<file path="config.mk">
export PLATFORM = sky130hd
export DESIGN_NAME = audio_clock_scheduler
export DESIGN_NICKNAME = d
export VERILOG_FILES = /design/src/rtl/audio_sched_pkg.sv /design/src/rtl/clk_div_en.sv /design/src/rtl/audio_clock_scheduler.sv
export SDC_FILE = /design/constraint.sdc
export NUM_CORES = 1
export LEC_CHECK = 0
export ABC_CLOCK_PERIOD_IN_PS = 2950
export CORE_MARGIN = 4
export CORE_UTILIZATION = 49
export DETAILED_ROUTE_END_ITERATION = 16
export GPL_TIMING_DRIVEN = 1
export PLACE_DENSITY_LB_ADDON = 0.05
export SLEW_MARGIN = 20
export SYNTH_ARGS = -nofsm -noshare
export SYNTH_HDL_FRONTEND = slang
export SYNTH_HIERARCHICAL = 1
export SYNTH_SLANG_ARGS = --single-unit
export TNS_END_PERCENT = 30
</file>
<file path="constraint.sdc">
create_clock -name sys_clk -period 2.95 [get_ports sys_clk]
set_input_delay 0.295 -clock sys_clk [delete_from_list [all_inputs] [get_ports sys_clk]]
set_output_delay 0.295 -clock sys_clk [all_outputs]
set_load 0.01 [all_outputs]
</file>
<file path="src/rtl/audio_sched_pkg.sv">
// Shared types and helpers for the audio clock scheduler.
package audio_sched_pkg;

    typedef enum logic [1:0] {
        IDLE      = 2'd0,
        WAIT_LOCK = 2'd1,
        PRIME     = 2'd2,
        RUN       = 2'd3
    } state_t;

    localparam int FRAME_CTR_W = 16;

    // ceil(log2(n)), never below 1 so counters always have at least one bit
    function automatic int clog2(input int n);
        int w;
        w = 1;
        while ((1 << w) < n) begin
            w = w + 1;
        end
        return w;
    endfunction

endpackage

</file>
<file path="src/rtl/clk_div_en.sv">
// Generic modulo-N counter with enable and clear; wrap strobes on the last count.
module clk_div_en
    import audio_sched_pkg::*;
#(
    parameter int N = 2
) (
    input  logic clk,
    input  logic reset,
    input  logic en,
    input  logic clr,
    output logic wrap
);

    localparam int W = clog2(N);

    logic [W-1:0] cnt;

    assign wrap = en && (cnt == W'(N - 1));

    // modulo-N count register
    always_ff @(posedge clk) begin
        if (reset) begin
            cnt <= {W{1'b0}};
        end else if (clr) begin
            cnt <= {W{1'b0}};
        end else if (wrap) begin
            cnt <= {W{1'b0}};
        end else if (en) begin
            cnt <= cnt + W'(1);
        end else begin
            cnt <= cnt;
        end
    end

endmodule

</file>
<file path="src/rtl/audio_clock_scheduler.sv">
// Codec clock generation, lock/prime sequencing and engine tick generation.
// Optional saturating drop counter enabled by AUDIO_SCHED_DROP_CNT_EN.
module audio_clock_scheduler
    import audio_sched_pkg::*;
#(
    parameter int MCLK_DIV     = 5,
    parameter int BCLK_DIV     = 2,
    parameter int FRAME_BITS   = 64,
    parameter int LOCK_FILTER  = 16,
    parameter int PRIME_FRAMES = 2
) (
    input  logic                   sys_clk,
    input  logic                   reset,
    input  logic                   pll_lock,
    output logic                   mclk,
    output logic                   bclk,
    output logic                   lrclk,
    output logic                   codec_en,
    output logic                   dsp_reset,
    input  logic                   rx_valid,
    input  logic                   engine_ready,
    output logic                   tick_engine,
    output logic                   overrun,
    input  logic                   overrun_clr,
    output logic [FRAME_CTR_W-1:0] frame_count,
    output logic [15:0]            dropped_count
);

    localparam int BW = clog2(FRAME_BITS);
    localparam int LW = clog2(LOCK_FILTER);
    localparam int PW = clog2(PRIME_FRAMES);

    state_t         state;
    state_t         state_nxt;
    logic [LW-1:0]  lock_ctr;
    logic [BW-1:0]  bit_ctr;
    logic [BW-1:0]  bit_nxt;
    logic [PW-1:0]  prime_ctr;
    logic           rx_q;
    logic           rx_q2;
    logic           mclk_tick;
    logic           bclk_wrap;
    logic           active;
    logic           div_en;
    logic           bclk_fall;
    logic           frame_wrap;
    logic           lock_done;
    logic           prime_done;
    logic           in_run;
    logic           rx_rise;
    logic           accept;
    logic           drop;

    assign active     = (state == PRIME) || (state == RUN);
    assign div_en     = active && pll_lock;
    assign bclk_fall  = bclk_wrap && bclk;
    assign bit_nxt    = bit_ctr + BW'(1);
    assign frame_wrap = bclk_fall && (bit_ctr == {BW{1'b1}});
    assign lock_done  = (state == WAIT_LOCK) && pll_lock && (lock_ctr == LW'(LOCK_FILTER - 1));
    assign prime_done = (state == PRIME) && pll_lock && frame_wrap
                        && (prime_ctr == PW'(PRIME_FRAMES - 1));
    assign in_run     = (state == RUN) && pll_lock;
    assign rx_rise    = rx_q && !rx_q2;
    assign accept     = in_run && rx_rise && engine_ready;
    assign drop       = in_run && rx_rise && !engine_ready;

    clk_div_en #(.N(MCLK_DIV)) u_mclk_div (
        .clk   (sys_clk),
        .reset (reset),
        .en    (div_en),
        .clr   (!div_en),
        .wrap  (mclk_tick)
    );

    clk_div_en #(.N(BCLK_DIV)) u_bclk_div (
        .clk   (sys_clk),
        .reset (reset),
        .en    (mclk_tick),
        .clr   (!div_en),
        .wrap  (bclk_wrap)
    );

    // state register
    always_ff @(posedge sys_clk) begin
        if (reset) begin
            state <= IDLE;
        end else begin
            state <= state_nxt;
        end
    end

    // next-state decode; lock loss always returns to the lock filter
    always_comb begin
        state_nxt = state;
        case (state)
            IDLE:      state_nxt = WAIT_LOCK;
            WAIT_LOCK: begin
                if (lock_done) begin
                    state_nxt = PRIME;
                end else begin
                    state_nxt = WAIT_LOCK;
                end
            end
            PRIME: begin
                if (!pll_lock) begin
                    state_nxt = WAIT_LOCK;
                end else if (prime_done) begin
                    state_nxt = RUN;
                end else begin
                    state_nxt = PRIME;
                end
            end
            RUN: begin
                if (!pll_lock) begin
                    state_nxt = WAIT_LOCK;
                end else begin
                    state_nxt = RUN;
                end
            end
            default:   state_nxt = IDLE;
        endcase
    end

    // clock outputs, sequencing outputs and tick/overrun datapath
    always_ff @(posedge sys_clk) begin
        if (reset) begin
            mclk        <= 1'b0;
            bclk        <= 1'b0;
            lrclk       <= 1'b0;
            codec_en    <= 1'b0;
            dsp_reset   <= 1'b1;
            tick_engine <= 1'b0;
            overrun     <= 1'b0;
            frame_count <= {FRAME_CTR_W{1'b0}};
            lock_ctr    <= {LW{1'b0}};
            bit_ctr     <= {BW{1'b0}};
            prime_ctr   <= {PW{1'b0}};
            rx_q        <= 1'b0;
            rx_q2       <= 1'b0;
        end else begin
            rx_q        <= rx_valid;
            rx_q2       <= rx_q;
            tick_engine <= accept;
            if (drop) begin
                overrun <= 1'b1;
            end else if (overrun_clr) begin
                overrun <= 1'b0;
            end else begin
                overrun <= overrun;
            end
            if (div_en) begin
                codec_en <= 1'b1;
                lock_ctr <= {LW{1'b0}};
                if (mclk_tick) begin
                    mclk <= ~mclk;
                end
                if (bclk_wrap) begin
                    bclk <= ~bclk;
                end
                // lrclk follows the bit counter's next MSB so it moves with the bclk fall
                if (bclk_fall) begin
                    bit_ctr <= bit_nxt;
                    lrclk   <= bit_nxt[BW-1];
                end
                if (frame_wrap && (state == RUN)) begin
                    frame_count <= frame_count + FRAME_CTR_W'(1);
                end
                if (frame_wrap && (state == PRIME)) begin
                    prime_ctr <= prime_ctr + PW'(1);
                end
                if (prime_done) begin
                    dsp_reset <= 1'b0;
                end
            end else begin
                mclk        <= 1'b0;
                bclk        <= 1'b0;
                lrclk       <= 1'b0;
                bit_ctr     <= {BW{1'b0}};
                prime_ctr   <= {PW{1'b0}};
                frame_count <= {FRAME_CTR_W{1'b0}};
                dsp_reset   <= 1'b1;
                codec_en    <= lock_done;
                if ((state == WAIT_LOCK) && pll_lock && !lock_done) begin
                    lock_ctr <= lock_ctr + LW'(1);
                end else begin
                    lock_ctr <= {LW{1'b0}};
                end
            end
        end
    end

`ifdef AUDIO_SCHED_DROP_CNT_EN
    logic [15:0] drop_ctr;

    // saturating count of rejected samples; a drop coinciding with clear restarts at one
    always_ff @(posedge sys_clk) begin
        if (reset) begin
            drop_ctr <= 16'd0;
        end else if (drop) begin
            if (overrun_clr) begin
                drop_ctr <= 16'd1;
            end else if (drop_ctr == 16'hFFFF) begin
                drop_ctr <= drop_ctr;
            end else begin
                drop_ctr <= drop_ctr + 16'd1;
            end
        end else if (overrun_clr) begin
            drop_ctr <= 16'd0;
        end else begin
            drop_ctr <= drop_ctr;
        end
    end

    assign dropped_count = drop_ctr;
`else
    assign dropped_count = 16'd0;
`endif

endmodule

</file>
==> results of run 1 <==
## flip-flops by register name, summed over array words and instances (netlist names), 2 cells and up
| name | count |
|---|---|
| frame_count | 16 |
| u_mclk_div/cnt | 3 |
| bit_ctr | 5 |
| state | 2 |
| lock_ctr | 4 |
## final cells by class
type,count,area share
flip-flops and latches,41,0.355
inverters,7,0.0114
repair buffers,32,0.134
well taps,48,0.0260
clock buffers,7,0.0417
multi-input cells,158,0.429
clock inverters,1,0.00217
## worst max-delay path by stage
stage | startpoint | endpoint | slack (ns)
detailed placement | pll_lock | frame_count[11] | 0.12
floorplan | state[1] | frame_count[13] | 0.38
finish | pll_lock | frame_count[11] | 0.42
CTS | pll_lock | frame_count[11] | 0.43
global route | state[1] | frame_count[11] | 0.30
global placement | pll_lock | frame_count[13] | 0.23
## metrics by stage
| stage | utilization | instance area [um2] | worst slack (ns) | total power [mW] |
|---|---|---|---|---|
| after global placement | 0.590 | 2210 | 0.226 | 0.596 |
| final | 0.617 | 2310 | 0.416 | 0.980 |
| after floorplan | - | 1990 | 0.382 | 0.600 |
| after detailed placement | 0.590 | 2210 | 0.122 | 0.597 |
| after global routing | 0.617 | 2310 | 0.298 | 1.02 |
| after CTS | 0.617 | 2310 | 0.430 | 0.995 |
## layer usage
metal | global-route usage | wire, um | vias up
li1 | - | - | 780
met1 | 0.180 | 1550 | 730
met4 | 0.0877 | 82 | 0
met5 | 0 | 0 | -
met3 | 0.0554 | 305 | 9
met2 | 0.271 | 1900 | 53
## where the power goes
group          total (mW)  switching (mW)  leakage (nW)  internal, mW
Sequential          0.558         0.00236         0.331         0.556
Combinational      0.0264          0.0161         0.372        0.0102
Clock               0.396           0.184        0.0542         0.211
Total               0.980           0.203         0.757         0.777
## cells by family after synthesis
family,share of synthesized area
and+or+nand+nor,0.270
DFF,0.425
AOI/OAI and AO/OA,0.0920
buffers and inverters,0.0913
xor gates and xnor gates,0.0771
adders and majority gates,0.0324
muxes,0.0104
other,0.00194
## worst register-to-register path, cell delays in order, from the launching register on
cell and delay [ns]:
dfxtp_1 0.45, nand2_1 0.10, inv_1 0.07, and3_2 0.20
and2_2 0.18, nand3_1 0.11, or4_4 0.61, or4_1 0.55
a21oi_1 0.17
## placed cells by master, fill, tap and decap left out, types with 7 or more instances in the layout
| cell | netlist | layout |
|---|---|---|
| dfxtp_1 | 41 | 41 |
| nand3_1 | 8 | 8 |
| or4_1 | 8 | 8 |
| xnor2_1 | 11 | 11 |
| clkbuf_8 | 0 | 7 |
| a21oi_1 | 12 | 12 |
| inv_1 | 7 | 7 |
| conb_1 | 1 | 16 |
| nor2_1 | 23 | 23 |
| clkdlybuf4s50_1 | 0 | 28 |
| nand2_1 | 10 | 10 |
==> implementation parameters, run 1 <==
Parameter                              Value

Outcome
  Run status    finished, final reports clean

Floorplanning
  Die Area    5010 um2
  Std cell rows    22
  Die height    just over 70 um
  Starting Density    0.516
  Area inside the core boundary    3740 um2
  Count of pins on the block boundary    45
  Die Wd    70.8 um

Yosys
  Sequential share of the synthesized area    0.425
  YS warnings    6
  Syn_area_per_cell    9.07 um2
  Number of register bits inferred by synthesis    41
  Number of cells produced by synthesis    213
  Largest area contributor in the netlist    dfxtp_1
  Cell types occupying the most area after synthesis    dfxtp_1, buf_4, xnor2_1, nor2_1, ha_1
  Mapped cell area    1930 um2
  Yosys cell types    44
  Ys flop type    dfxtp_1
  Top cell types by occurrence after synthesis    dfxtp_1, nor2_1, buf_4, a21oi_1, xnor2_1
  Count of flip-flops with a built-in enable after synthesis    0
  Most instantiated library cell after synthesis    dfxtp_1
  Share of synthesized registers carrying an async set or reset    0
  Top cell type's share of synthesized area    0.425

Setup path
  Path type of the worst setup path    primary input to register
  Worst path top cell family by delay    simple AND/OR/NAND/NOR gates
  Logic depth of the worst setup path including buffers    9
  Cells along the critical path    clkdlybuf4s50_1 -> nand2_1 -> inv_1 -> and3_2 -> and2_2 -> nand3_1 -> or4_4 -> or4_1 -> a21oi_1
  Type of element launching the critical path    primary input
  Worst r2r src    state[1]
  Reg2Reg Setup Slack    0.43 ns
  CP max-delay cell    or4_4
  Reg-to-reg endpoint    frame_count[11]
  Data arrival time at the worst-slack endpoint    2.75 ns
  CP Data Required Time    3.17 ns
  Maximum fanout count along the critical path    12
  Worst Reg-to-Reg Cells    8
  Count of buffer and inverter cells on the critical path    2
  Critical path capture point type    register
  Max stage delay on crit path    0.61 ns

Drt
  DR vias/cell    about 5.3
  Vias after detailed routing    1572
  Drt pass-1 iters    4
  Total Wirelength    3830 um
  Number of DRC violations after detailed routing    0
  Iter 0 DRT Violations    87
  Routed length per instance    13.0 um
  Remaining antenna violation count    0

Global routing
  Largest net degree at the start of global routing    28
  Global-route wire length before repair    between 6000 and 7000 um
  Number of global-route vias before repair    approximately 1500
  Number of antenna violations at the first check in global routing    0
  Final global-route overflow total    0
  Overall global routing resource usage    0.162

Placed design
  Placed wire-length estimate after detailed placement    2830 um
  Routability congestion estimate from global placement    0.772
  Count of input and output buffers    28
  Instance count after placement with tap cells included    between 200 and 300

STA
  F_max    roughly 0.4 GHz
  Hold Slack    0.468 ns
  Endpoints failing hold    0
  Setup repair after global routing missed its margin    false
  Final worst path period share    0.859
  Final TNS setup    0 ns
  Final max-slew violation count    0
  Final Skew    0.00472 ns
  Min Tclk post-route    2.53 ns
  Final count of negative-setup-slack endpoints    0

Clocking
  Clock buffers created by TritonCTS    5
  Clock Root Buffer    clkbuf_8
  Number of cells upsized or downsized after cts    0
  CTS sink count    41
  Clock latency on the worst-skew pair    0.29 ns
  Number of buffers inserted for hold repair after clock tree synthesis    0
  Maximum clock insertion buffer count    2
  Clk slew on worst S/H paths    0.07 ns
  Number of post-CTS setup repair buffers    0
  H-Tree Depth    2
  CTS tree    done

Final layout
  Area of the multi-input gates    991 um2
  Fraction of final layout cells sized beyond drive strength 1    0.0894
  Sequential cell area    821 um2
  Net count reported at finish    256
  Diode insertion count for antenna repair    0
  Growth of design area from synthesis to finish    19.6%
  # fillers    321
  Number of standard cells in the final layout excluding fillers    ~290

Hold path
  Min-Delay Path Class    register to register
  Hold Path Stages    1
  Hold EP    lock_ctr[0]
  Hold Startpoint    lock_ctr[0]

Flow run
  Max-cap check violation count    0

Power
  Static Leakage    between 0.7 and 0.8 nW
  Power density of the placed cells    424 nW/um2
  Largest vdd supply drop    around 0.32 mV
Note: power is estimated with default switching activity, not from simulation.
==> run 2, diff against run 1 <==
--- a/config.mk
+++ b/config.mk
@@ -11,6 +11,7 @@
 export DETAILED_ROUTE_END_ITERATION = 16
 export GPL_TIMING_DRIVEN = 1
 export PLACE_DENSITY_LB_ADDON = 0.05
+export REMOVE_ABC_BUFFERS = 1
 export SLEW_MARGIN = 20
 export SYNTH_ARGS = -nofsm -noshare
 export SYNTH_HDL_FRONTEND = slang
==> run 2 against run 1 <==
Against the previous run: register-to-register slack hardly changed; first-iteration DRC count shrank 30%; hold slack about the same; cell area unchanged; total power rose by 0.26%; combinational power is 2% lower; critical path depth fell by 1; via count shrank 1.5%; clock skew rose by 0.0024 ns; fmax grew 0.74%; critical path type is now register to register; largest cell class unchanged; highest routed layer unchanged.
==> implementation parameters, run 2 (synthesized netlist as in run 1, its figures left out) <==
Parameter                              Value

Outcome
  Run status    finished, final reports clean (unchanged)

Clocking
  Number of post-CTS setup repair buffers    0 (unchanged)
  H-Tree Depth    2 (unchanged)
  Number of buffers inserted for hold repair after clock tree synthesis    0 (unchanged)
  Clock latency on the worst-skew pair    0.30 ns (was 0.29 ns)
  CTS sink count    41 (unchanged)
  Clock buffers created by TritonCTS    5 (unchanged)
  CTS tree    done (unchanged)
  Clock Root Buffer    clkbuf_8 (unchanged)
  Maximum clock insertion buffer count    2 (unchanged)
  Clk slew on worst S/H paths    0.08 ns (was 0.07 ns)
  Number of cells upsized or downsized after cts    0 (unchanged)

Final layout
  Growth of design area from synthesis to finish    19.6% (unchanged)
  Net count reported at finish    256 (unchanged)
  Highest-count cells in the layout ignoring fill and taps    dfxtp_1, clkdlybuf4s50_1, nor2_1 (unchanged)
  Final instance area    2310 um2 (unchanged)
  Largest register by flop count    frame_count (unchanged)
  Diode insertion count for antenna repair    0 (unchanged)
  Most frequent standard cell in the layout excluding fill and tap cells    dfxtp_1 (unchanged)
  Fraction of final layout cells sized beyond drive strength 1    0.0894 (unchanged)
  Max FFs per register    16 (unchanged)
  Largest registers    frame_count: 16 flops, bit_ctr: 5 flops, lock_ctr: 4 flops (unchanged)

Setup path
  Max stage delay on crit path    0.62 ns (was 0.61 ns)
  Critical path capture point type    register (unchanged)
  Path type of the worst setup path    register to register (was primary input to register)
  Cells along the critical path    nand2_1 -> inv_1 -> and3_2 -> and2_2 -> nand3_1 -> or4_4 -> or4_1 -> a21oi_1 (was clkdlybuf4s50_1 -> nand2_1 -> inv_1 -> and3_2 -> and2_2 -> nand3_1 -> or4_4 -> or4_1 -> a21oi_1)
  CP max-delay cell    or4_4 (unchanged)
  CP Data Required Time    3.17 ns (about the same)
  Type of element launching the critical path    register (was primary input)
  Data arrival time at the worst-slack endpoint    2.74 ns (was 2.75 ns)
  Worst Reg-to-Reg Cells    8 (unchanged)
  Maximum fanout count along the critical path    12 (unchanged)

Floorplanning
  Starting Density    0.516 (unchanged)
  Die Area    5010 um2 (unchanged)
  Std cell rows    22 (unchanged)
  Die Wd    70.8 um (unchanged)
  Die height    70.8 um (unchanged)
  Area inside the core boundary    3740 um2 (unchanged)
  Count of pins on the block boundary    45 (unchanged)

Placed design
  Routability congestion estimate from global placement    0.770 (was 0.772)
  Area after detailed placement    2210 um2 (unchanged)
  Placed wire-length estimate after detailed placement    2710 um (was 2830 um)
  Count of input and output buffers    28 (unchanged)

Drt
  Vias after detailed routing    1548 (was 1572)
  Met1 routed wirelength after detailed routing    1600 um (was 1550 um)
  Highest routed metal layer    met4 (unchanged)
  Total Wirelength    3710 um (was 3830 um)
  Routed length per instance    12.6 um (was 13.0 um)
  Number of DRC violations after detailed routing    0 (unchanged)
  Drt pass-1 iters    4 (unchanged)
  Remaining antenna violation count    0 (unchanged)
  Routed wl met3    236 um (was 305 um)
  Iter 0 DRT Violations    61 (was 87)
  Met2 Wirelength    1800 um (was 1900 um)
  DR vias/cell    5.27 (was 5.35)

Power
  Largest vdd supply drop    0.343 mV (was 0.319 mV)
  Power density of the placed cells    425 nW/um2 (was 424 nW/um2)
  Static Leakage    0.757 nW (unchanged)

Global routing
  Number of global-route vias before repair    1432 (was 1529)
  Largest net degree at the start of global routing    28 (unchanged)
  Final global-route overflow total    0 (unchanged)
  Number of antenna violations at the first check in global routing    0 (unchanged)
  Global-route wire length before repair    6220 um (was 6640 um)
  Overall global routing resource usage    0.152 (was 0.162)

STA
  Setup repair after global routing missed its margin    false (unchanged)
  Final Skew    0.00711 ns (was 0.00472 ns)
  F_max    0.397 GHz (was 0.395 GHz)
  Final count of negative-setup-slack endpoints    0 (unchanged)
  Transition at the pin with the smallest max-transition slack    0.522 ns
  Final worst path period share    0.853 (was 0.859)
  Min Tclk post-route    2.52 ns (was 2.53 ns)
  Final max-slew violation count    0 (unchanged)
  Endpoints failing hold    0 (unchanged)
  Final TNS setup    0 ns (unchanged)
  Worst relative slew slack    0.652

Flow run
  Max-cap check violation count    0 (unchanged)

Hold path
  Hold Path Stages    1 (unchanged)
  Min-Delay Path Class    register to register (unchanged)
run 2: final cells by class:
class,instances,area [um2]
Fill cell,335,1430
Inverter,7,26.3
Multi-Input combinational cell,158,991
Sequential cell,41,821
Tap cell,48,60.1
Clock inverter,1,5.00
Clock buffer,7,96.3
Timing Repair Buffer,32,310
run 2: worst paths after layout:
path | startpoint | slack (ns) | endpoint
worst min-delay path | rx_q | 0.47 | rx_q2
worst min register to register | rx_q | 0.47 | rx_q2
worst max-delay path | state[1] | 0.43 | frame_count[13]
worst max register to register | state[1] | 0.43 | frame_count[13]
run 2: power by group:
part	internal (mW)	switching, mW	total (mW)
combinational	0.0102	0.0158	0.0260
clock	0.211	0.187	0.398
sequential	0.556	0.00254	0.558
run 2: metrics by stage:
step	utilization	cells	hold WS [ns]	total power, mW	worst slack, ns
after floorplan	-	206	0.366	0.584	0.261
after global placement	0.590	286	0.424	0.596	0.211
after detailed placement	0.590	286	0.451	0.597	0.146
after CTS	0.617	294	0.468	0.996	0.436
after global routing	0.617	294	0.481	1.02	0.307
final	0.617	294	0.468	0.983	0.434
run 2: worst max-delay path: cells and delay by family, from the launching register on:
kind | cells | cell delay, ns
and+or+nand+nor | 6 | 1.77
AOI/OAI and AO/OA | 1 | 0.16
buffers and inverters | 1 | 0.08
DFF | 1 | 0.45
run 2: routing by layer:
layer,vias to the layer above,GRT usage
met3,7,0.0398
li1,784,-
met4,0,0.0689
met5,-,0
met2,45,0.264
met1,712,0.173
==> run 3, diff against run 2 <==
--- a/config.mk
+++ b/config.mk
@@ -6,10 +6,13 @@
 export NUM_CORES = 1
 export LEC_CHECK = 0
 export ABC_CLOCK_PERIOD_IN_PS = 2950
+export CAP_MARGIN = 10
 export CORE_MARGIN = 4
 export CORE_UTILIZATION = 49
+export CTS_CLUSTER_SIZE = 10
 export DETAILED_ROUTE_END_ITERATION = 16
 export GPL_TIMING_DRIVEN = 1
+export HOLD_SLACK_MARGIN = 0.06
 export PLACE_DENSITY_LB_ADDON = 0.05
 export REMOVE_ABC_BUFFERS = 1
 export SLEW_MARGIN = 20
==> results of run 3 <==
Final layout, timing and power as in run 2 (identical DEF).
